## config.mk

```make
export PLATFORM = sky130hd
export DESIGN_NAME = dmem_write_scheduler
export DESIGN_NICKNAME = d
export VERILOG_FILES = /design/src/rtl/dmem_write_scheduler.sv
export SDC_FILE = /design/constraint.sdc
export NUM_CORES = 1
export LEC_CHECK = 0
export BUFFER_PORTS_ARGS = -buffer_cell sky130_fd_sc_hd__buf_2
export CAP_MARGIN = 0
export CORE_MARGIN = 5
export CORE_UTILIZATION = 32
export DETAILED_ROUTE_END_ITERATION = 6
export PLACE_DENSITY_LB_ADDON = 0.3
export SLEW_MARGIN = 20
export SYNTH_ARGS = -nofsm -noshare
export SYNTH_HDL_FRONTEND = slang
export SYNTH_SLANG_ARGS = --single-unit
```

## constraint.sdc

```tcl
create_clock -name clk -period 1.18 [get_ports clk]
set_input_delay 0.236 -clock clk [delete_from_list [all_inputs] [get_ports clk]]
set_output_delay 0.236 -clock clk [all_outputs]
set_load 0.01 [all_outputs]
```

## src/rtl/dmem_write_scheduler.sv

```systemverilog
`default_nettype none
// ============================================================================
//  Module      : dmem_write_scheduler
//  Description : Shares the single write port of the data memory between two
//                requesters (A, B) with round-robin arbitration and a
//                valid/ready handshake. On command, it runs a clear sweep that
//                writes zero to every location, one location per cycle.
//
//  Ports       : clk, reset            clock, synchronous active-high reset
//                a_valid/a_addr/a_data requester A write request
//                a_ready               A's write commits at this clock edge
//                b_valid/b_addr/b_data requester B write request
//                b_ready               B's write commits at this clock edge
//                clear_start           request a full-memory clear sweep
//                busy                  clear sweep in progress
//                clear_done            one-cycle pulse after the last clear write
//                mem_we/mem_waddr/mem_wdata  memory write port
//
//  Revision    : 1.0  initial release
// ============================================================================
module dmem_write_scheduler #(
    parameter int ADDR_W = 4,
    parameter int DATA_W = 8
) (
    input  logic              clk,
    input  logic              reset,
    input  logic              a_valid,
    input  logic [ADDR_W-1:0] a_addr,
    input  logic [DATA_W-1:0] a_data,
    output logic              a_ready,
    input  logic              b_valid,
    input  logic [ADDR_W-1:0] b_addr,
    input  logic [DATA_W-1:0] b_data,
    output logic              b_ready,
    input  logic              clear_start,
    output logic              busy,
    output logic              clear_done,
    output logic              mem_we,
    output logic [ADDR_W-1:0] mem_waddr,
    output logic [DATA_W-1:0] mem_wdata
);

    // Last sweep address: the sweep leaves CLEAR on this count.
    localparam logic [ADDR_W-1:0] c_LAST_CNT = {ADDR_W{1'b1}};

    typedef enum logic [0:0] {
        ST_ARB   = 1'b0,
        ST_CLEAR = 1'b1
    } state_t;

    state_t              r_state;
    logic                r_last_grant_b;   // 1: B was granted last, so A wins the next tie
    logic [ADDR_W-1:0]   r_sweep_cnt;
    logic                r_clear_done;

    logic                w_in_arb;
    logic                w_in_clear;
    logic                w_grant_a;
    logic                w_grant_b;

    // Reset gates every write-side output so nothing reaches the memory
    // while reset is asserted, whatever state the registers are in.
    always_comb begin
        w_in_arb   = (r_state == ST_ARB)   && !reset;
        w_in_clear = (r_state == ST_CLEAR) && !reset;

        // On a tie the requester opposite to the last grant wins.
        w_grant_a  = w_in_arb && a_valid && (!b_valid ||  r_last_grant_b);
        w_grant_b  = w_in_arb && b_valid && (!a_valid || !r_last_grant_b);

        a_ready    = w_grant_a;
        b_ready    = w_grant_b;

        mem_we     = 1'b0;
        mem_waddr  = '0;
        mem_wdata  = '0;
        if (w_in_clear) begin
            mem_we    = 1'b1;
            mem_waddr = r_sweep_cnt;
        end else if (w_grant_a) begin
            mem_we    = 1'b1;
            mem_waddr = a_addr;
            mem_wdata = a_data;
        end else if (w_grant_b) begin
            mem_we    = 1'b1;
            mem_waddr = b_addr;
            mem_wdata = b_data;
        end
    end

    always_ff @(posedge clk) begin
        if (reset) begin
            r_state        <= ST_ARB;
            r_last_grant_b <= 1'b1;
            r_sweep_cnt    <= '0;
            r_clear_done   <= 1'b0;
        end else begin
            r_clear_done <= 1'b0;
            case (r_state)
                ST_ARB: begin
                    if (w_grant_a) begin
                        r_last_grant_b <= 1'b0;
                    end else if (w_grant_b) begin
                        r_last_grant_b <= 1'b1;
                    end
                    // The grant in this cycle still completes; the sweep
                    // starts on the next one.
                    if (clear_start) begin
                        r_state     <= ST_CLEAR;
                        r_sweep_cnt <= '0;
                    end
                end
                ST_CLEAR: begin
                    // Counter wraps to zero naturally on the final write.
                    r_sweep_cnt <= r_sweep_cnt + 1'b1;
                    if (r_sweep_cnt == c_LAST_CNT) begin
                        r_state      <= ST_ARB;
                        r_clear_done <= 1'b1;
                    end
                end
                default: begin
                    r_state <= ST_ARB;
                end
            endcase
        end
    end

    assign busy       = (r_state == ST_CLEAR);
    assign clear_done = r_clear_done;

endmodule
`default_nettype wire

```

; ---- After elaboration in Yosys (flattened, before gate mapping)
; Cells that the tools add are included.
[word_totals]
register_bits = 7
in_bits = 29
output_inout_bits = 17
wordCells = 40
[classes]
addsub = 1
n_eq_ne = 2
muxes = 17
bitwise_logic = 1
n_reduce_logical = 15
[op_table]
columns = cell, n
row1 = $mux W8, 3
row2 = $mux W4, 4
row3 = $mux W1, 8
row4 = $pmux W4 S2, 1
row5 = $logic_and A1 B1 Y1, 6
row6 = $add A4 B1 Y4 const B, 1
row7 = $eq A4 B4 Y1 const B, 1
row8 = $logic_not A1 Y1, 4
row9 = $logic_or A1 B1 Y1, 2
row10 = $ne A2 B2 Y1 const B, 1
row11 = $pmux W1 S2, 1
row12 = $reduce_and A2 Y1, 1
row13 = $reduce_bool A2 Y1, 1
row14 = $reduce_or A2 Y1, 1
row15 = $not A1 Y1, 1

; ---- Depth between registers and ports, before layout
; Gate-level depths: netlist (run 1).
[logic_depth]
depth_word = 7
mapped_depth = 6
ltp_nobuf = 4

; ---- Least setup slack after synthesis (run 1)
; No wires, ideal clock.
[synth_timing]
path_type = register to output
start = register r_state, in the netlist busy
end = output port mem_we
arrival_time_ns = 1.178
required_time_ns = 0.944
slack_ns = -0.234
stages_incl_launch_ff = 5
n_path_buf = 1
cell_sequence = dfxtp_1 a211oi_2 and2_1 buf_6 or3_1
[synth_between]
elab_chain_cells = 7
elab_cells_between_ends = 10
cone_classes = mux: 3 / bitwise: 1 / reduce/logical: 6
[synth_lines]
columns = element, line_no
row1 = start: declaration, 51  ; state_t r_state;
row2 = start signal: assignment, 93  ; r_state <= ST_ARB;
row3 = start signal: assignment, 109  ; r_state <= ST_CLEAR;
row4 = start signal: assignment, 117  ; r_state <= ST_ARB;
row5 = $not A1 Y1 (no source line), n/a
row6 = $logic_and A1 B1 Y1, 64  ; w_in_arb = (r_state == ST_ARB) && !reset;
row7 = $logic_and A1 B1 Y1 (2 in series), 69  ; w_grant_b = w_in_arb && b_valid && (!a_valid || !r_last_grant_b);
row8 = net b_ready, 34  ; output logic b_ready,
row9 = $mux W1, 84  ; end else if (w_grant_b) begin
row10 = $mux W1, 80  ; end else if (w_grant_a) begin
row11 = $mux W1, 77  ; if (w_in_clear) begin
row12 = end: declaration, 38  ; output logic mem_we,
; The timed path passes the listed nets, and every way through them passes these cells.

; ---- Worst setup path after layout (run 1)
[layout_timing]
start = register r_last_grant_b
end = output port mem_waddr[1]
[layout_between]
elab_chain_cells = 6
elab_cells_between_ends = 8
cone_classes = mux: 3 / reduce/logical: 5
[layout_lines]
columns = element, line_no
row1 = start: declaration, 52  ; logic r_last_grant_b;
row2 = start signal: assignment, 94  ; r_last_grant_b <= 1'b1;
row3 = start signal: assignment, 102  ; r_last_grant_b <= 1'b0;
row4 = start signal: assignment, 104  ; r_last_grant_b <= 1'b1;
row5 = $logic_not A1 Y1, 69
row6 = $logic_or A1 B1 Y1, 69
row7 = $logic_and A1 B1 Y1, 69
row8 = $mux W4, 84
row9 = $mux W4 *, 80
row10 = $mux W4 *, 77
row11 = end: declaration, 39  ; output logic [ADDR_W-1:0] mem_waddr,
; Mark *: on every way between the ends. The rest lies on a longest branch, timed or not.

==> run metrics, run 1 <==
# port buffers=45; Worst R2R Setup Slack=0.10 ns; fill count=137; count of cell types in the netlist=26; H-tree depth reported by CTS=1; min Tclk post-route=1.619 ns; Mapped Area=518.0 um2; power density cells=809.5 nW/um2; post-synthesis instance total=57; CP endpoint kind=primary output; clk_lat worst skew=0.25 ns; RSZ-0062 raised after global routing=true; final setup fails=15; Vias/cell=5.189; CP Capture Point=mem_waddr[1]; Area contributors post-synth=dfxtp_1 (27%), a22o_1 (14%), buf_6 (8.7%); CP Launch Type=flop; die width=50.24 um; drt total wl=1.613 mm; Clock Sinks=7; Worst EP required=0.94 ns; Post-Layout Cell Count=127; placed cell count=121; DR iter-0 viols=7; synthesis-to-layout area growth=71.26%; Reg-to-Reg End=busy$_SDFF_PP0_; critical path arrival=1.38 ns; Die ar.=2524 um2; WS Path Type=flop to primary output; clk slew on worst S/H paths=0.05 ns; failing checks=negative setup slack; Yosys top cell area share=27.05%; core area=1524 um2; mux share of post-synthesis cell area=1.932%; initial core utilization=33.99%; Avg Cell Area, Syn=9.088 um2; vias in the first global route=619; setup tns final=-5.851 ns; Max Slew Vio Count=0; simple-gate share of the synthesized area=28.26%; largest net degree at the start of global routing=10; final worst slack=-0.4395 ns; initial antenna violation count=0; CTS Buf Count=3; warnings from Yosys=0; DRT Pass-1 Iters=4; via count=659; Fmax=617.5 MHz; WL per Instance=12.70 um; CTS max path bufs=2; Row Count=14; largest family of logic cells by synthesized area=compound AO/OA/AOI/OAI gates; max cap viols=0; TritonCTS clock tree=done; Worst Path Max Fanout=8; first-pass GRT wire length=2.622 mm; gr ovfl total=0; Tightest Hold Check Type=primary input to flop; Final period util=137.2%; Ports=46; DRC errors left=0; maximum VDD drop=564.8 uV; reg2reg path depth=3; status=complete, but fails checks; worst r2r src=r_sweep_cnt[0]$_SDFFE_PP0P_; Total Routing Usage GR=12.95%; Synth Area in Compound Gates=30.68%; Post-layout nets=142; DP HPWL=1.339 mm; Leak=0.4622 nW; diodes inserted=0; sequential share of the synthesized area=27.05%; root buffer cell=clkbuf_4; Fin Clk Skew=0.003101 ns; Final GP Congestion=0.7920; Post-Synth Adder-Cell Area=2.415%; worst-margin pin slew=0.2421 ns; post-synthesis xor/xnor area fraction=0%; Fin. Hold Viols=0; die height=50.24 um; CP startpoint=r_last_grant_b$_SDFFE_PP1P_; biggest area consumer among synthesized cells=dfxtp_1; share of cells above drive strength 1=63.96%; Synth Register Bits=7; Syn Nets=87; final antenna-violating net count=0; relative slew slack=83.80%
per-layer routing:
metal / up-vias / global-route usage (%) / wire [um] / share of wire [%]
met3: 4 / 8.284 / 339 / 21
li1: 329 / - / - / -
met1: 284 / 14.11 / 556 / 34
met5: - / 0 / 0 / 0
met2: 42 / 19.46 / 699 / 43
met4: 0 / 6.114 / 18 / 1.1
kinds of logic after synthesis:
logic type | count (synthesis)
compound gates | 19
flops | 7
fa+ha+maj | 1
simple gates | 24
buf+inv | 5
mux | 1
state kept, by name (all words and copies together), names as in the netlist:
signal	count
r_sweep_cnt	4
busy	1
clear_done	1
r_last_grant_b	1
what timing repair did:
item / in CTS / in global routing
pin swaps: 6 / 0
buffers inserted: 2 / 0
endpoints found under the setup margin: 15 / 16
gates resized for setup: 9 / 3
hold buffers: 0 / 0
critical path, stage by stage, from the launching register on:
cell and delay, ns:
dfxtp_2 0.33, nand2b_4 0.13, and3_4 0.17, a221o_1 0.35
buf_2 0.14
worst min path at each step:
stage	start	endpoint	slack [ns]	depth (start not counted)
3_3_place_gp	r_sweep_cnt[2]$_SDFFE_PP0P_	r_sweep_cnt[2]$_SDFFE_PP0P_	0.50	2
5_1_grt	clear_start	r_sweep_cnt[3]$_SDFFE_PP0P_	0.34	4
3_5_place_dp	r_last_grant_b$_SDFFE_PP1P_	r_last_grant_b$_SDFFE_PP1P_	0.51	2
2_1_floorplan	b_valid	r_last_grant_b$_SDFFE_PP1P_	0.38	2
4_1_cts	clear_start	r_sweep_cnt[3]$_SDFFE_PP0P_	0.31	4
6_report	clear_start	r_sweep_cnt[3]$_SDFFE_PP0P_	0.32	4
metrics by stage:
stage / utilization (%) / worst slack [ns] / area [um2] / hold slack [ns] / power (mW)
floorplan: - / -0.1291 / 543.0 / 0.3795 / 0.3846
global placement: 52.38 / -0.2750 / 798.3 / 0.5044 / 0.4826
detailed placement: 52.38 / -0.3199 / 798.3 / 0.5108 / 0.4872
CTS: 57.64 / -0.4424 / 878.3 / 0.3111 / 0.7254
global route: 58.21 / -0.5024 / 887.1 / 0.3372 / 0.7809
finish: 58.21 / -0.4395 / 887.1 / 0.3194 / 0.7181
area by class of cell:
cell class | count | area [um2] | area share, %
tap | 16 | 20.02 | 2.257
sequential | 7 | 146.4 | 16.50
timing repair buffer | 55 | 324.1 | 36.53
multi-input combinational | 45 | 370.4 | 41.75
clock buffer | 4 | 26.28 | 2.962
cells in the mapped netlist, drive strengths merged:
cell and count:
and2b 1, and3 6, nor3b 1, dfxtp 7, a22o 8, or3b 1
buf 5, a21oi 2, a31oi 1, ha 1, mux2i 1, a221o 4
a211oi 3, or3 1, nand2b 1, nand3b 1, nor2 5, nor2b 2
and2 2, nand2 1, nand3 2, o21ai 1
cell usage in the layout, fill, tap and decap left out, types with 3 or more instances in the layout:
master and count:
nor2_1 4, a221o_1 4, a22o_1 8, buf_4 7
dfxtp_1 4, and3_4 5, buf_2 43, buf_6 5
clkbuf_4 3
where the power goes:
| group | internal [mW] | switching, mW |
|---|---|---|
| logic | 0.142 | 0.102 |
| registers | 0.247 | 0.0130 |
| clock network | 0.129 | 0.0850 |
| total | 0.518 | 0.200 |
No activity file was read; power rests on OpenSTA's default activity.
==> run 2: changes to the inputs <==
CORE_UTILIZATION = 35   (was 32)
clock period = 1.6 ns   (was 1.18 ns; I/O delays follow)
==> run 2 against run 1 <==
The flow still finishes with violations (negative setup slack); global-route usage up 2.6 points; die area shrank 6.9%; via count is 0.46% higher; worst hold slack better by 0.071 ns; final cell count shrank 3.1%; first-iteration DRC count up 57%; clock power is 24% lower; clock skew is 0.0013 ns lower; flip-flop and latch count stayed put; non-clock buffer count down 4; combinational power decreased by 33%.
==> run metrics, run 2 (synthesized netlist as in run 1, its figures left out) <==
initial antenna violation count=0; Worst Path Max Fanout=6; gr ovfl total=0; relative slew slack=84.20%; CP startpoint=r_last_grant_b$_SDFFE_PP1P_; failing checks=negative setup slack; max cap viols=0; Fin Clk Skew=0.001849 ns; Fmax=585.9 MHz; Leak=0.4417 nW; clk slew on worst S/H paths=0.05 ns; Final GP Congestion=0.7237; Ports=46; clk_lat worst skew=0.25 ns; Fin. Hold Viols=0; placed cell count=117; worst-margin pin slew=0.2361 ns; final worst slack=-0.1067 ns; share of cells above drive strength 1=61.11%; TritonCTS clock tree=done; WS Path Type=flop to primary output; DRT Pass-1 Iters=4; root buffer cell=clkbuf_4; hold_sp=clear_start; vias in the first global route=642; Largest register FFs=4; # port buffers=45; Tightest Hold Check Type=primary input to flop; setup tns final=-0.8037 ns; die height=48.47 um; min Tclk post-route=1.707 ns; RSZ-0062 raised after global routing=true; largest net degree at the start of global routing=11; Vias/cell=5.382; WL per Instance=14.64 um; Final Util=61.45%; drt total wl=1.801 mm; H-tree depth reported by CTS=1; CP Launch Type=flop; Post-Layout Cell Count=123; Reg-to-Reg End=r_sweep_cnt[3]$_SDFFE_PP0P_; initial core utilization=38.37%; Hold-fix buffers, CTS=0; CTS Buf Count=3; CTS max path bufs=2; status=complete, but fails checks; via count=662; Worst R2R Setup Slack=0.47 ns; reg2reg path depth=3; most common cell after layout, fill and taps aside=buf_2; final setup fails=13; Total Routing Usage GR=15.54%; diodes inserted=0; Hold WS=0.3907 ns; DP HPWL=1.352 mm; Die ar.=2349 um2; Hold Path Depth=4; Worst EP required=1.28 ns; critical path arrival=1.39 ns; slowest stage cell, crit path=or3_1; DRC errors left=0; Biggest register=r_sweep_cnt; worst r2r src=r_sweep_cnt[0]$_SDFFE_PP0P_; first-pass GRT wire length=2.994 mm; CP endpoint kind=primary output; power density cells=622.4 nW/um2; Clock Sinks=7; CP Capture Point=mem_we; final antenna-violating net count=0; critical-path cell list=nand2b_4, and3_4, or3_1, buf_2; DR iter-0 viols=11; synthesis-to-layout area growth=60.14%; most frequent cells in the layout=buf_2 (45), a22o_1 (8), and3_4 (5), dfxtp_1 (5), buf_4 (5); die width=48.47 um; Max Slew Vio Count=0; core area=1350 um2; Row Count=13; maximum VDD drop=479.6 uV; Final period util=106.7%; CP peak stage delay=0.33 ns; Post-layout nets=139
==> run 2: cell types whose count changed in the layout (fill, tap and decap cells not counted) <==
cell	before	now
a211oi_4	1	0
buf_2	43	45
buf_6	5	1
and3_2	0	1
dfxtp_1	4	5
or3_4	1	0
dfxtp_2	2	1
a211oi_2	0	1
buf_4	7	5
or3_1	0	1
==> run 2: layout make-up <==
class	instances	area, um2
Fill cell	130	520.5
Multi-Input combinational cell	46	365.4
Timing Repair Buffer	51	274.0
Sequential cell	7	145.1
Clock buffer	4	26.28
Tap cell	15	18.77
==> run 2: per-layer routing <==
metal	up-vias	track usage [%]	share of wire, %
met2	30	28.91	52
met3	3	7.339	8.8
met1	303	15.63	38
li1	326	-	-
met4	0	2.691	0.67
met5	-	0	0
==> run 2: critical path, delay by kind of cell, from the launching register on <==
family / cells / cell delay, ns
buffers and inverters: 1 / 0.14
flip-flops: 1 / 0.32
AND/OR/NAND/NOR: 3 / 0.66
==> run 2: timing repair <==
item                       in CTS  in global routing
pin swaps                      12                  6
cloned                          1                  0
setup endpoints to repair      15                 13
resized for setup              11                  0
buffers inserted                1                  0
==> run 2: power breakdown <==
part	leakage, nW	internal, mW	switching, mW
Sequential	0.0575	0.182	0.00802
Combinational	0.369	0.0900	0.0742
Clock	0.0150	0.0953	0.0668
Total	0.442	0.367	0.149
==> run 2: stage by stage <==
stage | power [mW] | instance area, um2 | worst slack, ns
floorplan | 0.2756 | 518.0 | 0.1016
global placement | 0.3404 | 749.5 | -0.002335
detailed placement | 0.3442 | 749.5 | -0.05066
CTS | 0.5242 | 829.5 | -0.08663
global route | 0.5523 | 829.5 | -0.1461
finish | 0.5163 | 829.5 | -0.1067
==> run 2: worst min path at each step <==
stage | end | slack [ns]
global route | r_sweep_cnt[1]$_SDFFE_PP0P_ | 0.41
floorplan | r_last_grant_b$_SDFFE_PP1P_ | 0.46
detailed placement | r_sweep_cnt[3]$_SDFFE_PP0P_ | 0.51
finish | r_sweep_cnt[1]$_SDFFE_PP0P_ | 0.39
CTS | r_sweep_cnt[1]$_SDFFE_PP0P_ | 0.39
global placement | r_last_grant_b$_SDFFE_PP1P_ | 0.50
